--- src/rtl/uart_pkg.sv ---
// ----------------------------------------------------------------------------
// uart_pkg : shared receiver state encoding and frame constants
// Revision : 1.0
// ----------------------------------------------------------------------------
`default_nettype none

package uart_pkg;

  typedef enum logic [2:0] {
    IDLE      = 3'd0,
    START     = 3'd1,
    DATA      = 3'd2,
    STOP      = 3'd3,
    WAIT_IDLE = 3'd4
  } ERxState;

  localparam int UART_DATA_BITS       = 8;
  localparam int DEFAULT_CLKS_PER_BIT = 108;

endpackage

`default_nettype wire

--- src/rtl/uart_rx_fifo.sv ---
// ----------------------------------------------------------------------------
// uart_rx_fifo : first-word fall-through byte FIFO with occupancy count
// Revision     : 1.0
// ----------------------------------------------------------------------------
`default_nettype none

module uart_rx_fifo #(
  parameter int FIFO_DEPTH = 4,
  parameter int DATA_W     = 8
) (
  input  logic                          clock,
  input  logic                          reset_n,
  input  logic                          push,
  input  logic [DATA_W-1:0]             push_data,
  input  logic                          pop,
  output logic [DATA_W-1:0]             read_data,
  output logic                          read_valid,
  output logic                          full,
  output logic [$clog2(FIFO_DEPTH):0]   count
);

  localparam int AW = $clog2(FIFO_DEPTH);
  localparam logic [AW:0] DEPTH_C = (AW+1)'(FIFO_DEPTH);

  logic [DATA_W-1:0] mem_q [FIFO_DEPTH];
  logic [AW-1:0]     wr_ptr_q, wr_ptr_d;
  logic [AW-1:0]     rd_ptr_q, rd_ptr_d;
  logic [AW:0]       count_q, count_d;
  logic              do_push, do_pop;

  assign read_valid = (count_q != '0);
  assign full       = (count_q == DEPTH_C);
  assign count      = count_q;
  // Head is forced to zero when empty so stale storage never leaks out.
  assign read_data  = read_valid ? mem_q[rd_ptr_q] : '0;

  assign do_pop  = pop && read_valid;
  assign do_push = push && (!full || do_pop);

  always_comb begin
    wr_ptr_d = wr_ptr_q;
    rd_ptr_d = rd_ptr_q;
    count_d  = count_q;
    if (do_push) wr_ptr_d = wr_ptr_q + AW'(1);
    if (do_pop)  rd_ptr_d = rd_ptr_q + AW'(1);
    if (do_push && !do_pop)      count_d = count_q + (AW+1)'(1);
    else if (!do_push && do_pop) count_d = count_q - (AW+1)'(1);
  end

  always_ff @(posedge clock or negedge reset_n) begin
    if (!reset_n) begin
      wr_ptr_q <= '0;
      rd_ptr_q <= '0;
      count_q  <= '0;
    end else begin
      wr_ptr_q <= wr_ptr_d;
      rd_ptr_q <= rd_ptr_d;
      count_q  <= count_d;
    end
  end

  always_ff @(posedge clock) begin
    if (do_push) mem_q[wr_ptr_q] <= push_data;
  end

endmodule

`default_nettype wire

--- src/rtl/uart_receiver.sv ---
// ----------------------------------------------------------------------------
// uart_receiver : 8N1 deserialiser feeding a byte FIFO, with rtr flow control
// Revision      : 1.0
// ----------------------------------------------------------------------------
`default_nettype none

module uart_receiver
  import uart_pkg::*;
#(
  parameter int CLKS_PER_BIT = DEFAULT_CLKS_PER_BIT,
  parameter int FIFO_DEPTH   = 4
) (
  input  logic       clock,
  input  logic       reset_n,
  input  logic       rx,
  output logic       rtr,
  output logic [7:0] read_data,
  output logic       read_valid,
  input  logic       read_ready,
  output logic       framing_error,
  output logic       overrun,
  output logic [2:0] state
);

  localparam int CNT_W = $clog2(FIFO_DEPTH) + 1;
  localparam logic [15:0]      BIT_LAST  = 16'(CLKS_PER_BIT - 1);
  localparam logic [15:0]      HALF_LAST = 16'(CLKS_PER_BIT / 2 - 1);
  localparam logic [2:0]       IDX_LAST  = 3'(UART_DATA_BITS - 1);
  localparam logic [CNT_W-1:0] RTR_LIMIT = CNT_W'(FIFO_DEPTH - 1);

  logic             rx_meta_q, rx_s_q;
  ERxState          state_q, state_d;
  logic [15:0]      cnt_q, cnt_d;
  logic [2:0]       idx_q, idx_d;
  logic [7:0]       shift_q, shift_d;
  logic             push_q, push_d;
  logic             fe_q, fe_d;
  logic             ov_q, ov_d;
  logic             rtr_q, rtr_d;
  logic             fifo_full;
  logic [CNT_W-1:0] fifo_count;

  assign state         = state_q;
  assign framing_error = fe_q;
  assign overrun       = ov_q;
  assign rtr           = rtr_q;

  uart_rx_fifo #(
    .FIFO_DEPTH (FIFO_DEPTH),
    .DATA_W     (UART_DATA_BITS)
  ) u_fifo (
    .clock      (clock),
    .reset_n    (reset_n),
    .push       (push_q),
    .push_data  (shift_q),
    .pop        (read_ready),
    .read_data  (read_data),
    .read_valid (read_valid),
    .full       (fifo_full),
    .count      (fifo_count)
  );

  always_comb begin
    state_d = state_q;
    cnt_d   = cnt_q + 16'd1;
    idx_d   = idx_q;
    shift_d = shift_q;
    push_d  = 1'b0;
    fe_d    = 1'b0;
    unique case (state_q)
      IDLE: begin
        cnt_d = '0;
        if (!rx_s_q) state_d = START;
      end
      START: begin
        if (cnt_q == HALF_LAST) begin
          cnt_d   = '0;
          idx_d   = '0;
          state_d = rx_s_q ? IDLE : DATA;
        end
      end
      DATA: begin
        if (cnt_q == BIT_LAST) begin
          cnt_d   = '0;
          shift_d = {rx_s_q, shift_q[7:1]};
          idx_d   = idx_q + 3'd1;
          if (idx_q == IDX_LAST) state_d = STOP;
        end
      end
      STOP: begin
        if (cnt_q == BIT_LAST) begin
          cnt_d = '0;
          if (rx_s_q) begin
            push_d  = 1'b1;
            state_d = IDLE;
          end else begin
            fe_d    = 1'b1;
            state_d = WAIT_IDLE;
          end
        end
      end
      WAIT_IDLE: begin
        cnt_d = '0;
        if (rx_s_q) state_d = IDLE;
      end
      default: begin
        cnt_d   = '0;
        state_d = IDLE;
      end
    endcase
  end

  // A completed byte only overruns if the consumer is not freeing a slot this cycle.
  assign ov_d  = push_q && fifo_full && !(read_ready && read_valid);
  assign rtr_d = (fifo_count < RTR_LIMIT);

  always_ff @(posedge clock or negedge reset_n) begin
    if (!reset_n) begin
      rx_meta_q <= 1'b1;
      rx_s_q    <= 1'b1;
      state_q   <= IDLE;
      cnt_q     <= '0;
      idx_q     <= '0;
      shift_q   <= '0;
      push_q    <= 1'b0;
      fe_q      <= 1'b0;
      ov_q      <= 1'b0;
      rtr_q     <= 1'b0;
    end else begin
      rx_meta_q <= rx;
      rx_s_q    <= rx_meta_q;
      state_q   <= state_d;
      cnt_q     <= cnt_d;
      idx_q     <= idx_d;
      shift_q   <= shift_d;
      push_q    <= push_d;
      fe_q      <= fe_d;
      ov_q      <= ov_d;
      rtr_q     <= rtr_d;
    end
  end

endmodule

`default_nettype wire

--- config.mk ---
export PLATFORM = sky130hd
export DESIGN_NAME = uart_receiver
export DESIGN_NICKNAME = d
export VERILOG_FILES = /design/src/rtl/uart_pkg.sv /design/src/rtl/uart_rx_fifo.sv /design/src/rtl/uart_receiver.sv
export SDC_FILE = /design/constraint.sdc
export NUM_CORES = 1
export LEC_CHECK = 0
export CAP_MARGIN = 10
export CORE_MARGIN = 2
export CORE_UTILIZATION = 60
export DETAILED_ROUTE_END_ITERATION = 7
export GPL_TIMING_DRIVEN = 0
export PLACE_DENSITY = 0.8
export SKIP_CTS_REPAIR_TIMING = 1
export SYNTH_ARGS = -nofsm -noshare
export SYNTH_HDL_FRONTEND = slang
export SYNTH_HIERARCHICAL = 1
export SYNTH_SLANG_ARGS = --single-unit
--- constraint.sdc ---
create_clock -name clock -period 3.1 [get_ports clock]
set_input_delay 0.93 -clock clock [delete_from_list [all_inputs] [get_ports clock]]
set_output_delay 0.93 -clock clock [all_outputs]
set_load 0.05 [all_outputs]
==> flow_metrics.env, run 1 <==
export IMPL_p_leak_nw=1.84
export IMPL_peakVddDrop_uv=339
export IMPL_utilization_pct=70.9
export IMPL_cp_max_fo=11
export IMPL_holdPathEnd="rx_s_q"
export IMPL_core_mm2=0.00551
export IMPL_hold_class="flop to flop"
export IMPL_syn_nets=253
export IMPL_pin_count=19
export IMPL_clk_latency_ps=340
export IMPL_min_period_ps=3010
export IMPL_cts_root_buf="clkbuf_8"
export IMPL_min_from="rx_meta_q"
export IMPL_synth_top_cell_by_area="dfrtp_1"
export IMPL_die_w_um=79.4
export IMPL_avgViaCountPerCell=5.59
export IMPL_hold_depth=0
export IMPL_synth_edff_count=32
export IMPL_maxSlewViolCount=0
export IMPL_power_density_mw_per_mm2=453
export IMPL_criticalPathCategory="flop to primary output"
export IMPL_setup_violations=0
export IMPL_clock_skew_ps=9.74
export IMPL_synth_cells=239
export IMPL_syn_cell_area_mm2=0.00341
export IMPL_cp_top_family="buffers and inverters"
export IMPL_synth_top_area_share_pct=30.1
export IMPL_status="finished, final reports clean"
export IMPL_clk_pin_slew_ps=80
export IMPL_regToRegEndpoint="u_fifo/count[2]"
export IMPL_io_buffers=18
export IMPL_reg2reg_slack_ps=970
export IMPL_period_share_pct=97.2
export IMPL_cp_start_kind="flop"
export IMPL_grt_use_total_pct=19.9
export IMPL_dr_pass1_iters=4
export IMPL_cts_sinks=75
export IMPL_finalHoldViolations=0
export IMPL_synth_cell_types=46
export IMPL_place_gp_congestion=0.797
export IMPL_slowest_delay_ps=690
export IMPL_start_util_pct=61.9
export IMPL_rows=27
export IMPL_antenna_cells=0
export IMPL_power_total_mw=1.77
export IMPL_grt_pass1_wl_mm=9.26
export IMPL_clockBufferDepth=2
export IMPL_routed_wl_mm=5.52
export IMPL_synth_area_top_cells="dfrtp_1 (30%), edfxtp_1 (28%), mux4_2 (5.3%), mux2_4 (4.0%), ha_1 (3.3%)"
export IMPL_ys_flop_type="dfrtp_1"
export IMPL_path_buf_inv=2
export IMPL_async_flop_share_pct=57.3
export IMPL_drc=0
export IMPL_die_area_mm2=0.00630
export IMPL_htree_levels=3
export IMPL_grt_antenna_before_repair=0
export IMPL_crit_required_ps=2170
export IMPL_area_growth_synth_to_final_pct=14.5
export IMPL_drive_gt1_share_pct=20.1
export IMPL_worst_pin_slew_ps=519
export IMPL_wire_per_inst_um=15.9
export IMPL_grt_remaining_overflow=0
export IMPL_numCtsBuffers=9
export IMPL_chipHeight_um=79.4
export IMPL_final_nets=283
export IMPL_cts_tree="done"
export IMPL_fmax_mhz=332
export IMPL_avgSynthCellArea_um2=14.3
export IMPL_arrival_ps=2080
export IMPL_grt_pass1_vias=1950
export IMPL_r2r_cells=8
export IMPL_end_kind="primary output"
export IMPL_yosysWarnings=6
export IMPL_drt_iter0_markers=73
export IMPL_ant_nets=0
export IMPL_slew_headroom_pct=65.4
export IMPL_vias=1934
export IMPL_post_dp_hpwl_mm=3.72
export IMPL_critical_path_cell_chain="or3_1 -> buf_6 -> clkdlybuf4s50_1"
export IMPL_rsz0062_at_grt="false"
export IMPL_reg2reg_from="u_fifo/count[0]"
export IMPL_critPathSlowestCell="clkdlybuf4s50_1"
export IMPL_ys_seq_area_share_pct=59.8
export IMPL_drv_cap=0
export IMPL_grt_max_degree=27
export IMPL_ys_seq_elements=75
worst register-to-register path: stages, from the launching register on:
cell and delay [ps]:
dfrtp_1 470, or3_1 410, nand2_1 130, ha_1 190, inv_1 60, fa_1 370
xor2_1 150, nor2_1 120, xor2_1 150
cell families (layout without fill, tap and decap cells):
family / count (synthesis) / after routing / synth area share (%)
buf+inv: 15 / 50 / 2.71
fa+ha+maj: 10 / 10 / 3.89
simple gates: 82 / 82 / 14.8
xor+xnor: 18 / 18 / 4.62
compound gates: 20 / 20 / 4.26
mux: 19 / 19 / 9.90
flops: 75 / 75 / 59.8
cell usage after synthesis (all sizes together) (5+ instances only):
cell	number
xor2	6
mux2	11
a21oi	8
mux4	8
inv	7
nand4	8
buf	6
ha	9
nor2	22
xnor2	12
and2	15
dfrtp	41
edfxtp	32
nand3	5
nand2	9
layout by cell type, fill, tap and decap left out, drive strengths merged, types with 2 or more instances in the layout:
cell	count
nand2	9
nor3	4
nor3b	2
clkinv	3
and4bb	4
xnor2	12
xor2	6
buf	8
mux4	8
or3	3
inv	7
and4	2
nor4	3
nor2	22
clkdlybuf4s50	9
o21ai	4
a221o	2
nand3	5
nand4	8
dfrtp	41
edfxtp	32
mux2	11
ha	9
clkbuf	14
and2	15
dlymetal6s2s	8
a21oi	8
and3	2
dfstp	2
sequential cells by signal, summed over array words and instances (netlist names), 2 cells and up:
name and count:
idx_q 3, u_fifo/rd_ptr_q 2, cnt_q 16, u_fifo/count 3, state 3, shift_q 8, u_fifo/wr_ptr_q 2, u_fifo/mem_q 32
metrics by stage:
stage	TNS (ps)	worst slack [ps]	instances	hold slack (ps)	area, µm²
after floorplan	0	833	239	345	3410
after global placement	-466	-13.9	329	346	3680
after detailed placement	0	119	330	349	3700
after CTS	-620	-100	346	359	3880
after global routing	0	6.53	346	365	3900
final	0	87.8	346	357	3900
power breakdown:
group / internal (mW) / switching, mW / total (mW) / leakage, nW
clock network: 0.374 / 0.342 / 0.717 / 0.0945
logic: 0.00568 / 0.0128 / 0.0185 / 0.808
registers: 1.03 / 0.00136 / 1.03 / 0.941
worst max-delay path by stage:
stage | startpoint | end | slack, ps | depth (start not counted)
3_5_place_dp | read_ready | u_fifo/count[2] | 120 | 9
4_1_cts | u_fifo/rd_ptr_q[0] | read_data[3] | -100 | 4
6_report | u_fifo/count[0] | read_valid | 90 | 3
2_1_floorplan | read_ready | u_fifo/count[2] | 830 | 8
3_3_place_gp | reset_n | u_fifo/rd_ptr_q[1] | -10 | 1
5_1_grt | u_fifo/count[0] | read_valid | 7 | 3
cell type report:
class	instances	area (µm²)
plain buffers	8	66.3
clock buffers	12	135
clock inverters	4	52.6
fillers	381	1600
inverters	7	26.3
multi-input cells	149	1280
flip-flops and latches	75	2040
well taps	72	90.1
repair buffers	19	215
metal layers:
layer / GRT usage, % / share of wire, %
met1: 25.5 / 45
met2: 32.3 / 50
met3: 3.73 / 2.7
met4: 11.0 / 2.1
met5: 0 / 0
Note: power is estimated with default switching activity, not from simulation.
==> run 2, diff against run 1 <==
--- a/config.mk
+++ b/config.mk
@@ -8,6 +8,7 @@
 export CAP_MARGIN = 10
 export CORE_MARGIN = 2
 export CORE_UTILIZATION = 60
+export CTS_CLUSTER_SIZE = 10
 export DETAILED_ROUTE_END_ITERATION = 7
 export GPL_TIMING_DRIVEN = 0
 export PLACE_DENSITY = 0.8
@@ -16,3 +17,4 @@
 export SYNTH_HDL_FRONTEND = slang
 export SYNTH_HIERARCHICAL = 1
 export SYNTH_SLANG_ARGS = --single-unit
+export TNS_END_PERCENT = 1
==> results of run 2 <==
Same layout as run 1: the final DEF is identical, and so are final timing and power.
